File: src/rtl/decrypt_pipe_unshift_unscramble_pkg.sv
// Shared alphabet constants, one-hot helpers and stage payload types for the
// encrypt/decrypt shift-scramble stages.
package encrypt_config;

  localparam int         ALPHA_LEN     = 26;
  localparam logic [7:0] ASCII_UPPER_A = 8'd65;
  localparam logic [7:0] ASCII_LOWER_A = 8'd97;

  typedef logic [ALPHA_LEN-1:0] alpha_onehot_t;

  // S1 -> S2 payload: encoded letter plus the per-beat controls
  typedef struct packed {
    logic [7:0]    raw;
    alpha_onehot_t oh;
    logic          upper;
    logic          alpha;
    logic          shift_en;
    logic [2:0]    amt;
    logic          mode;
  } s1_t;

  // S2 -> S3 payload: xlate set only when the rotated letter is to be emitted
  typedef struct packed {
    logic [7:0]    raw;
    alpha_onehot_t oh;
    logic          upper;
    logic          xlate;
  } s2_t;

  function automatic logic is_upper(input logic [7:0] c);
    return (c >= ASCII_UPPER_A) && (c < ASCII_UPPER_A + 8'd26);
  endfunction

  // Non-letters encode to the all-zero vector.
  function automatic alpha_onehot_t ascii_to_onehot(input logic [7:0] c);
    alpha_onehot_t oh;
    oh = '0;
    for (int i = 0; i < ALPHA_LEN; i++)
      if (c == ASCII_UPPER_A + 8'(i) || c == ASCII_LOWER_A + 8'(i))
        oh[i] = 1'b1;
    return oh;
  endfunction

  // Falls back to the raw byte when no bit is set.
  function automatic logic [7:0] onehot_to_ascii(input alpha_onehot_t oh,
                                                 input logic upper,
                                                 input logic [7:0] raw);
    logic [7:0] r;
    r = raw;
    for (int i = 0; i < ALPHA_LEN; i++)
      if (oh[i])
        r = (upper ? ASCII_UPPER_A : ASCII_LOWER_A) + 8'(i);
    return r;
  endfunction

endpackage

File: src/rtl/decrypt_pipe_unshift_unscramble_rotate.sv
// Combinational mod-26 right rotate of a letter one-hot: bit i moves to
// bit (i - amt) mod 26, so low bits wrap into the top of the vector.
module onehot_rotate_right26
  import encrypt_config::*;
(
  input  alpha_onehot_t vec,
  input  logic [2:0]    amt,
  output alpha_onehot_t rot
);

  always_comb begin
    rot = vec;
    case (amt)
      3'd1:    rot = {vec[0:0], vec[25:1]};
      3'd2:    rot = {vec[1:0], vec[25:2]};
      3'd3:    rot = {vec[2:0], vec[25:3]};
      3'd4:    rot = {vec[3:0], vec[25:4]};
      3'd5:    rot = {vec[4:0], vec[25:5]};
      3'd6:    rot = {vec[5:0], vec[25:6]};
      3'd7:    rot = {vec[6:0], vec[25:7]};
      default: rot = vec;
    endcase
  end

endmodule

File: src/rtl/decrypt_pipe_unshift_unscramble.sv
// Decrypt tail stage: classify/encode, rotate right by shift_amt, decode.
// Three registered stages with a valid/ready chain back from out_ready.
module decrypt_pipe_unshift_unscramble
  import encrypt_config::*;
(
  input  logic       clk,
  input  logic       rst,
  input  logic       en,
  output logic       in_ready,
  input  logic [7:0] data_in,
  input  logic       shift_en,
  input  logic [2:0] shift_amt,
  input  logic       mode,
  output logic       en_out,
  input  logic       out_ready,
  output logic [7:0] data_out
);

  logic [3:1]    vld_pipe;
  s1_t           s1_d, s1_q;
  s2_t           s2_d, s2_q;
  alpha_onehot_t oh_rot;
  logic [7:0]    s3_d;
  logic          rdy1, rdy2, rdy3;

  // A stage may load when it is empty or its contents move on this cycle.
  assign rdy3     = !vld_pipe[3] || out_ready;
  assign rdy2     = !vld_pipe[2] || rdy3;
  assign rdy1     = !vld_pipe[1] || rdy2;
  assign in_ready = rdy1;
  assign en_out   = vld_pipe[3];

  always_comb begin
    s1_d          = '0;
    s1_d.raw      = data_in;
    s1_d.oh       = ascii_to_onehot(data_in);
    s1_d.upper    = is_upper(data_in);
    s1_d.alpha    = |s1_d.oh;
    s1_d.shift_en = shift_en;
    s1_d.amt      = shift_amt;
    s1_d.mode     = mode;
  end

  onehot_rotate_right26 u_rot (
    .vec (s1_q.oh),
    .amt (s1_q.amt),
    .rot (oh_rot)
  );

  always_comb begin
    s2_d       = '0;
    s2_d.raw   = s1_q.raw;
    s2_d.upper = s1_q.upper;
    s2_d.xlate = s1_q.alpha && !s1_q.mode && s1_q.shift_en;
    s2_d.oh    = s2_d.xlate ? oh_rot : s1_q.oh;
  end

  assign s3_d = s2_q.xlate ? onehot_to_ascii(s2_q.oh, s2_q.upper, s2_q.raw)
                           : s2_q.raw;

  // Payload registers only load with a valid beat so data_out holds when idle.
  always_ff @(posedge clk or negedge rst) begin
    if (!rst) begin
      vld_pipe <= '0;
      s1_q     <= '0;
      s2_q     <= '0;
      data_out <= 8'h00;
    end else begin
      if (rdy1) begin
        vld_pipe[1] <= en;
        if (en) s1_q <= s1_d;
      end
      if (rdy2) begin
        vld_pipe[2] <= vld_pipe[1];
        if (vld_pipe[1]) s2_q <= s2_d;
      end
      if (rdy3) begin
        vld_pipe[3] <= vld_pipe[2];
        if (vld_pipe[2]) data_out <= s3_d;
      end
    end
  end

endmodule
File: config.mk
export PLATFORM = sky130hd
export DESIGN_NAME = decrypt_pipe_unshift_unscramble
export DESIGN_NICKNAME = d
export VERILOG_FILES = /design/src/rtl/decrypt_pipe_unshift_unscramble_pkg.sv /design/src/rtl/decrypt_pipe_unshift_unscramble_rotate.sv /design/src/rtl/decrypt_pipe_unshift_unscramble.sv
export SDC_FILE = /design/constraint.sdc
export NUM_CORES = 1
export LEC_CHECK = 0
export CAP_MARGIN = 20
export CORE_ASPECT_RATIO = 1.1
export CORE_MARGIN = 8
export CORE_UTILIZATION = 43
export CTS_CLUSTER_SIZE = 20
export DETAILED_ROUTE_END_ITERATION = 6
export HOLD_SLACK_MARGIN = 0.15
export PLACE_DENSITY = 0.58
export SYNTH_ARGS = -nofsm -noshare
export SYNTH_HDL_FRONTEND = slang
export SYNTH_HIERARCHICAL = 1
export SYNTH_SLANG_ARGS = --single-unit
export TNS_END_PERCENT = 5
File: constraint.sdc
create_clock -name clk -period 2 [get_ports clk]
set_clock_uncertainty 0.1 [all_clocks]
set_input_delay 0.4 -clock clk [delete_from_list [all_inputs] [get_ports clk]]
set_output_delay 0.4 -clock clk [all_outputs]
set_load 0.01 [all_outputs]
==> run summary, run 1 <==
Cells after Synth: 653
RSZ-0062 raised after global routing: yes
Syn Nets: 670
global-route wire length before repair: 27040 um
Synth async-reset ratio: 100.0%
pin count of the biggest net entering global routing: 44
top post-synthesis cells by count: nand2_1 (89), dfrtp_1 (88), o21ai_0 (57), mux2i_1 (51), nor2_1 (48)
Final GP Congestion: 0.8770
Area Overhead vs Synth: 23.48%
Max VDD drop: 0.5311 mV
clock buffer depth: 2
fillcell total: 1224
Via Count: 5319
Max Fclk: 0.4833 GHz
largest area contributor in the netlist: dfrtp_1
syn_area_per_cell: 8.722 um2
Lkg Pwr: 3.074 nW
failing checks: negative setup slack
final setup margin: -68.96 ps
initial core utilization: 43.65%
Clk Latency, worst-skew pair: 350 ps
router iterations before antenna repair: 5
vias in the first global route: 5146
crit-path max FO: 3
R2R Path End: data_out[5]
chip width: 125.7 um
most numerous cell in the Yosys netlist: nand2_1
final wirelength: 16790 um
n_diodes: 0
final cell count without fillers: 889
Final HPWL DP: 12400 um
Top FF cell, synth: dfrtp_1
Max Cap Viol: 0
Setup Viol. Count Final: 2
Routed Antenna Nets: 0
worst reg2reg path startpoint: s2_q[11]
final worst path period share: 103.4%
CTS tree: done
hold_sp: data_out[6]
Hold Path Class: flop to flop
DR iter-0 viols: 504
Startpoint Class: flop
kind of critical path: flop to flop
area taken by multi-input logic gates: 0.003206 mm2
die height: 136.7 um
placed cells: 868
share of the yosys chip area belonging to registers: 38.66%
Final min period: 2069 ps
CP Capture Type: flop
Sink Count: 88
Cell Area, Synth: 0.005695 mm2
fraction of layout cells with a size suffix above 1: 19.51%
Max Slew Vio Count: 0
FF-to-FF path depth: 5
critical path data required time: 2130 ps
yosys synthesis warning count: 6
Wirelength per Cell: 18.88 um
Synth area leaders: dfrtp_1 (39%), mux2i_1 (9.0%), nand2_1 (5.9%)
Remaining DRCs: 0
Port Buffers: 26
post-layout net count: 741
die area: 0.01719 mm2
GRT Resource Usage Total: 19.84%
Hold EP: data_out[6]
Reg2Reg Setup Slack: -70 ps
clock root buffer: clkbuf_16
TritonCTS Buffers: 9
gr ovfl total: 0
initial antenna violation count: 0
outcome: complete, but fails checks
drt via density: 5.983
Least-Margin Pin Slew: 689.5 ps
IO Count: 27
total power: 5.558 mW
Distinct cells, synth: 53
clk slew on worst S/H paths: 60 ps
H-Tree Level Count: 3
Seq cells post-synth: 88
EDFF count, synth: 0
core area: 0.01305 mm2
final hold violations: 0
hold path depth: 2
cell row count: 44
post-synth top area share: 38.66%
FF+latch area: 0.002207 mm2
pwr dens: 790.3 mW/mm2
Critical Path AT: 2200 ps
Worst slew margin: 52.85%
[layout make-up]
cell class / count / area share [%]
Clock inverter: 6 / 1.334
Multi-Input combinational cell: 499 / 45.58
Sequential cell: 88 / 31.38
Tap cell: 161 / 2.864
Clock buffer: 9 / 3.202
Inverter: 18 / 0.9607
Timing Repair Buffer: 108 / 14.68
[routing by layer]
metal | GRT usage, % | share of wire, %
met4 | 10.77 | 3.9
met3 | 3.040 | 4.7
met5 | 0 | 0
met2 | 31.66 | 47
met1 | 25.58 | 45
[worst max path at each step]
stage,start,to,cells after the start
after floorplan,s2_q[16],data_out[5],5
after global placement,out_ready,in_ready,4
after detailed placement,data_in[6],s1_q[21],7
after CTS,s2_q[9],data_out[5],5
after global routing,s2_q[11],data_out[5],5
final,s2_q[11],data_out[5],5
[critical path, cell delays in order, from the launching register on]
cell and delay (ps):
dfrtp_1 380, or4_4 570, nor4_4 390, a41oi_2 240, mux2i_1 200, o21ai_1 70
[power breakdown]
part / internal (mW) / switching (mW)
Sequential: 1.95 / 0.168
Clock: 1.10 / 0.726
Combinational: 0.803 / 0.812
Total: 3.85 / 1.71
[kinds of logic (layout without fill, tap and decap cells)]
logic type | after synthesis | count (layout) | synth area share [%]
flip-flops | 88 | 88 | 38.66
buffers and inverters | 66 | 141 | 5.514
AND/OR/NAND/NOR | 224 | 224 | 18.85
multiplexers | 80 | 80 | 15.49
AO/OA/AOI/OAI | 195 | 195 | 21.49
[cell usage in the layout (no fill, tap or decap), drive strengths merged, types with 7 or more instances in the layout]
master	instances
nand2	89
dfrtp	88
buf	82
o21ai	58
mux2i	51
nor2	49
a21oi	45
o31ai	26
nand2b	25
mux2	25
clkdlybuf4s50	24
inv	19
nor2b	15
nand3	15
a31oi	12
o22ai	11
clkbuf	9
nor3	8
a221oi	8
a211oi	7
[flip-flops by register name (all words and copies together) (netlist names)]
register,cells
s2_q,36
data_out,8
vld_pipe,3
s1_q,41
[through the flow]
step                      area [um2]  setup TNS, ps  setup slack [ps]  util, %  hold WS, ps
after floorplan                 5695              0             108.0        -        4.409
after global placement          6634          -1255            -93.35    50.84        257.8
after detailed placement        6634          -1573            -120.9    50.84        261.3
after CTS                       6967         -67.98            -67.95    53.39        389.3
after global routing            7033         -363.4            -147.9    53.90        409.0
final                           7033         -74.74            -68.96    53.90        386.7
[repair_timing]
action,CTS,global route
hold endpoints to repair,25,0
endpoints found under the setup margin,4,24
gates resized for setup,2,15
buffers inserted,0,5
hold buffers,1,0
pin swaps,1,8
Power figures use the tool's default switching activity.
==> inputs of run 2 (changes only) <==
==> constraint.sdc (replaced) <==
create_clock -name clk -period 2 [get_ports clk]
set_clock_uncertainty 0.1 [all_clocks]
set_input_delay 0.2 -clock clk [delete_from_list [all_inputs] [get_ports clk]]
set_output_delay 0.2 -clock clk [all_outputs]
set_load 0.01 [all_outputs]
==> run 2 against run 1 <==
  * The flow still finishes with violations (negative setup slack)
  * Non-clock buffer count down 18
  * Global-route usage about the same
  * Final cell count down 1.9%
  * Clock power about the same
  * Combinational power down 3%
  * Count of clock-buffer cells in the layout up 3
  * Flip-flop and latch count unchanged
  * Routed wire length down 0.83%
  * Worst hold slack worse by 130 ps
  * Power down 1.3%
  * Maximum frequency up 3.4%
  * Critical endpoint is now s2_q[3]
  * Largest cell class unchanged
==> run summary, run 2 (same netlist as run 1, synthesis figures left out) <==
n_diodes: 0 (unchanged)
post-layout net count: 723 (was 741)
Final GP Congestion: 0.9095 (was 0.8770)
Startpoint Class: flop (unchanged)
total power: 5.485 mW (was 5.558 mW)
GR peak layer: met2 (unchanged)
Critical Path AT: 2160 ps (was 2200 ps)
fraction of layout cells with a size suffix above 1: 17.58% (was 19.51%)
Via Count: 5146 (was 5319)
TritonCTS Buffers: 9 (unchanged)
CP Capture Type: flop (unchanged)
Regs by FF count: s1_q: 41 flops, s2_q: 36 flops, data_out: 8 flops (unchanged)
grt met2 use: 32.23% (was 31.66%)
hold_ws: 257.8 ps (was 386.7 ps)
Wirelength per Cell: 19.09 um (was 18.88 um)
Area Overhead vs Synth: 20.52% (was 23.48%)
cell row count: 44 (unchanged)
Routed Antenna Nets: 0 (unchanged)
failing checks: negative setup slack (unchanged)
finished layout cell area: 0.006864 mm2 (was 0.007033 mm2)
setup tns final: -1.336 ps (was -74.74 ps)
met1 GRT Util: 26.63% (was 25.58%)
final setup margin: -1.336 ps (was -68.96 ps)
outcome: complete, but fails checks (unchanged)
critical path data required time: 2160 ps (was 2130 ps)
drt via density: 5.901 (was 5.983)
RSZ-0062 raised after global routing: yes (unchanged)
chip width: 125.7 um (unchanged)
die height: 136.7 um (unchanged)
most frequent cells in the layout: nand2_1 (87), dfrtp_1 (86), buf_4 (55), o21ai_0 (54) (was nand2_1 (87), dfrtp_1 (86), buf_4 (68), mux2i_1 (50), o21ai_0 (49))
final worst path period share: 100.1% (was 103.4%)
Worst slew margin: 67.67% (was 52.85%)
H-Tree Level Count: 3 (unchanged)
Least-Margin Pin Slew: 484.9 ps (was 689.5 ps)
pwr dens: 799.1 mW/mm2 (was 790.3 mW/mm2)
CTS tree: done (unchanged)
router iterations before antenna repair: 5 (unchanged)
Largest Register: s1_q (unchanged)
max FFs per register: 41 (unchanged)
post-layout util: 52.61% (was 53.90%)
core area: 0.01305 mm2 (unchanged)
GRT Resource Usage Total: 19.83% (was 19.84%)
clk slew on worst S/H paths: 60 ps (about the same)
final hold violations: 0 (unchanged)
pre-CTS setup slack: -59.79 ps (was -120.9 ps)
IO Count: 27 (unchanged)
Remaining DRCs: 0 (unchanged)
clock buffer depth: 2 (unchanged)
Setup Viol. Count Final: 1 (was 2)
most common cell after layout, fill and taps aside: nand2_1 (unchanged)
Hold Path Class: input pin to async pin (was flop to flop)
Clk Latency, worst-skew pair: 340 ps (was 350 ps)
final wirelength: 16650 um (was 16790 um)
global-route wire length before repair: 26970 um (was 27040 um)
Max Fclk: 0.4997 GHz (was 0.4833 GHz)
Max Cap Viol: 0 (unchanged)
Final HPWL DP: 12290 um (was 12400 um)
kind of critical path: flop to flop (unchanged)
Max VDD drop: 0.6459 mV (was 0.5311 mV)
Sink Count: 88 (unchanged)
Lkg Pwr: 2.956 nW (was 3.074 nW)
crit-path max FO: 18 (was 3)
initial core utilization: 43.65% (unchanged)
met3 Track Usage GR: 2.962% (was 3.040%)
Port Buffers: 26 (unchanged)
vias in the first global route: 4904 (was 5146)
pin count of the biggest net entering global routing: 49 (was 44)
gr ovfl total: 0 (unchanged)
Max Slew Vio Count: 0 (unchanged)
clock root buffer: clkbuf_16 (unchanged)
die area: 0.01719 mm2 (unchanged)
final cell count without fillers: 872 (was 889)
placed cells: 851 (was 868)
initial antenna violation count: 0 (unchanged)
placed cell area: 0.006456 mm2 (was 0.006634 mm2)
Final min period: 2001 ps (was 2069 ps)
DR iter-0 viols: 481 (was 504)
## run 2: cell count changes in the layout (fill, tap and decap cells not counted), sizes merged
cell	before	now
clkdlybuf4s50	24	25
inv	19	18
dlygate4sd2	1	0
buf	82	64
clkinvlp	1	0
clkbuf	9	12
## run 2: power by group
group	leakage [nW]	switching (mW)	internal [mW]
Sequential	1.15	0.144	1.95
Clock	0.157	0.681	1.13
Combinational	1.65	0.817	0.756
Total	2.96	1.64	3.84
## run 2: worst max-delay path, stage by stage, from the launching register on
cell and delay (ps):
dfrtp_2 420, buf_12 140, buf_12 140, mux2i_1 150, mux4_2 510, a31oi_2 190, mux2i_2 120, o21ai_1 140
## run 2: layer usage
metal | up-vias | routed length (um)
met5 | - | 0
met4 | 0 | 380
met3 | 32 | 697
met2 | 146 | 7824
met1 | 2489 | 7747
li1 | 2479 | -
## run 2: layout make-up
cell class | count | area (um2)
flip-flops and latches | 88 | 2205
clock buffers | 12 | 246.5
clock inverters | 4 | 77.57
inverters | 18 | 67.56
well taps | 161 | 201.4
multi-input cells | 499 | 3213
fillers | 1237 | 6183
repair buffers | 90 | 853.3
## run 2: final timing paths
kind                          endpoint        start  depth (start not counted)  slack, ps
max                            s2_q[3]      s1_q[1]                          7         -1
min                            s2_q[4]          rst                          2        260
max reg2reg                    s2_q[3]      s1_q[1]                          7         -1
min reg2reg                data_out[7]  data_out[7]                          2        380
max in group asynchronous     s2_q[11]          rst                          3        950
min in group clk               s1_q[6]   data_in[5]                          2        360
## run 2: what timing repair did
item / CTS / global route
endpoints found under the hold margin: 73 / 0
buffers inserted: 0 / 4
hold buffers: 1 / 0
gates cloned: 0 / 0
endpoints found under the setup margin: 1 / 20
resized for setup: 0 / 12
pin swaps: 2 / 1
==> inputs of run 3 (changes only) <==
CORE_UTILIZATION = 49   (was 43)
PLACE_DENSITY = 0.66   (was 0.58)
==> run 3 against run 2 <==
  * Setup slack better by 12 ps
  * Design area is 0.26% lower
  * Clock power shrank 3%
  * Sequential share of layout area increased by 0.082 points
  * Highest routed layer unchanged
  * Combinational power is essentially flat
  * The flow now finishes without violations
==> run summary, run 3 (same netlist as run 1, synthesis figures left out) <==
Critical Path AT: 2130 ps (was 2160 ps)
clk slew on worst S/H paths: 70 ps (was 60 ps)
clock buffer depth: 2 (unchanged)
chip width: 118.8 um (was 125.7 um)
placed cell area: 0.006427 mm2 (was 0.006456 mm2)
vias in the first global route: 5101 (was 4904)
die area: 0.01533 mm2 (was 0.01719 mm2)
Worst slew margin: 57.16% (was 67.67%)
Clk Latency, worst-skew pair: 350 ps (was 340 ps)
Startpoint Class: flop (unchanged)
Routed Antenna Nets: 0 (unchanged)
DR iter-0 viols: 598 (was 481)
RSZ-0062 raised after global routing: yes (unchanged)
pwr dens: 799.6 mW/mm2 (was 799.1 mW/mm2)
most frequent cells in the layout: nand2_1 (88), dfrtp_1 (86), o21ai_0 (55), buf_4 (53), mux2i_1 (49) (was nand2_1 (87), dfrtp_1 (86), buf_4 (55), o21ai_0 (54))
CP max stage delay: 570 ps (was 510 ps)
Least-Margin Pin Slew: 626.5 ps (was 484.9 ps)
Via Count: 5230 (was 5146)
Regs by FF count: s1_q: 41 flops, s2_q: 36 flops, data_out: 8 flops (unchanged)
Setup Viol. Count Final: 0 (was 1)
gr ovfl total: 0 (unchanged)
total power: 5.475 mW (was 5.485 mW)
n_diodes: 0 (unchanged)
pin count of the biggest net entering global routing: 81 (was 49)
Wirelength per Cell: 19.20 um (was 19.09 um)
Port Buffers: 26 (unchanged)
crit-path max FO: 3 (was 18)
most common cell after layout, fill and taps aside: nand2_1 (unchanged)
Final HPWL DP: 11930 um (was 12290 um)
global-route wire length before repair: 27070 um (was 26970 um)
Remaining DRCs: 0 (unchanged)
CTS tree: done (unchanged)
fraction of layout cells with a size suffix above 1: 18.14% (was 17.58%)
Lkg Pwr: 2.967 nW (was 2.956 nW)
H-Tree Level Count: 3 (unchanged)
IO Count: 27 (unchanged)
final hold violations: 0 (unchanged)
post-layout util: 60.12% (was 52.61%)
pre-CTS setup slack: -0.007994 ps (was -59.79 ps)
final wirelength: 16530 um (was 16650 um)
outcome: finished clean (was complete, but fails checks)
max FFs per register: 41 (unchanged)
die height: 129.1 um (was 136.7 um)
Max VDD drop: 0.4911 mV (was 0.6459 mV)
CP Capture Type: flop (unchanged)
Hold Path Class: input pin to async pin (unchanged)
slowest CP cell: or4_4 (was mux4_2)
cell row count: 41 (was 44)
core area: 0.01139 mm2 (was 0.01305 mm2)
setup tns final: 0 ps (was -1.336 ps)
Area Overhead vs Synth: 20.21% (was 20.52%)
GRT Resource Usage Total: 21.96% (was 19.83%)
Largest Register: s1_q (unchanged)
TritonCTS Buffers: 9 (unchanged)
clock root buffer: clkbuf_16 (unchanged)
initial antenna violation count: 0 (unchanged)
critical path data required time: 2140 ps (was 2160 ps)
critical path cell sequence: or4_4 > nor4_4 > a41oi_2 > mux2i_1 > o21ai_1 (was buf_12 > buf_12 > mux2i_1 > mux4_2 > a31oi_2 > mux2i_2 > o21ai_1)
drt via density: 6.074 (was 5.901)
Max Slew Vio Count: 0 (unchanged)
Final GP Congestion: 0.9169 (was 0.9095)
kind of critical path: flop to flop (unchanged)
post-layout net count: 723 (unchanged)
initial core utilization: 50.01% (was 43.65%)
router iterations before antenna repair: 5 (unchanged)
Final min period: 1990 ps (was 2001 ps)
Max Cap Viol: 0 (unchanged)
final setup margin: 10.38 ps (was -1.336 ps)
final worst path period share: 99.48% (was 100.1%)
Max Fclk: 0.5026 GHz (was 0.4997 GHz)
Sink Count: 88 (unchanged)
finished layout cell area: 0.006847 mm2 (was 0.006864 mm2)
==> run 3: layout make-up <==
| cell class | instances | area, um2 |
|---|---|---|
| repair buffers | 90 | 853.3 |
| multi-input cells | 499 | 3222 |
| clock buffers | 9 | 225.2 |
| clock inverters | 7 | 86.33 |
| flip-flops and latches | 88 | 2205 |
| well taps | 150 | 187.7 |
| inverters | 18 | 67.56 |
| fillers | 1012 | 4542 |
==> run 3: final timing paths <==
check                            startpoint     endpoint  slack (ps)  cells past startpoint
worst max-delay path               s2_q[16]  data_out[5]          10                      5
worst min-delay path                    rst      s2_q[3]         310                      3
worst max register to register     s2_q[16]  data_out[5]          10                      5
worst min register to register  vld_pipe[1]  vld_pipe[2]         390                      1
max in group asynchronous               rst      s2_q[9]         750                      3
min in group clk                 data_in[5]      s1_q[6]         340                      2
==> run 3: layer usage <==
| metal | GRT usage, % | up-vias | part of all wire, % |
|---|---|---|---|
| met1 | 29.13 | 2513 | 44 |
| li1 | - | 2475 | - |
| met2 | 35.00 | 204 | 47 |
| met3 | 3.393 | 38 | 5.9 |
| met5 | 0 | - | 0 |
| met4 | 9.829 | 0 | 3.0 |
==> run 3: stage by stage <==
stage / std cells / hold WS [ps]
floorplan: 653 / -195.6
global placement: 838 / -66.47
detailed placement: 838 / -58.24
CTS: 858 / 332.0
global route: 861 / 373.9
finish: 861 / 313.5
==> run 3: what timing repair did <==
action | CTS | global route
gates resized for setup | 0 | 16
setup endpoints to repair | 1 | 19
hold buffers | 2 | 0
hold endpoints to repair | 88 | 0
setup buffers | 2 | 3
pin swaps | 3 | 2
==> run 3: critical path, delay by kind of cell, from the launching register on <==
family	cells	cell delay [ps]
AND/OR/NAND/NOR	2	940
AO/OA/AOI/OAI	2	280
multiplexers	1	190
flip-flops	1	380
==> run 3: report_power, final <==
group,switching (mW),internal (mW)
combinational,0.826,0.767
sequential,0.162,1.95
clock,0.768,0.999
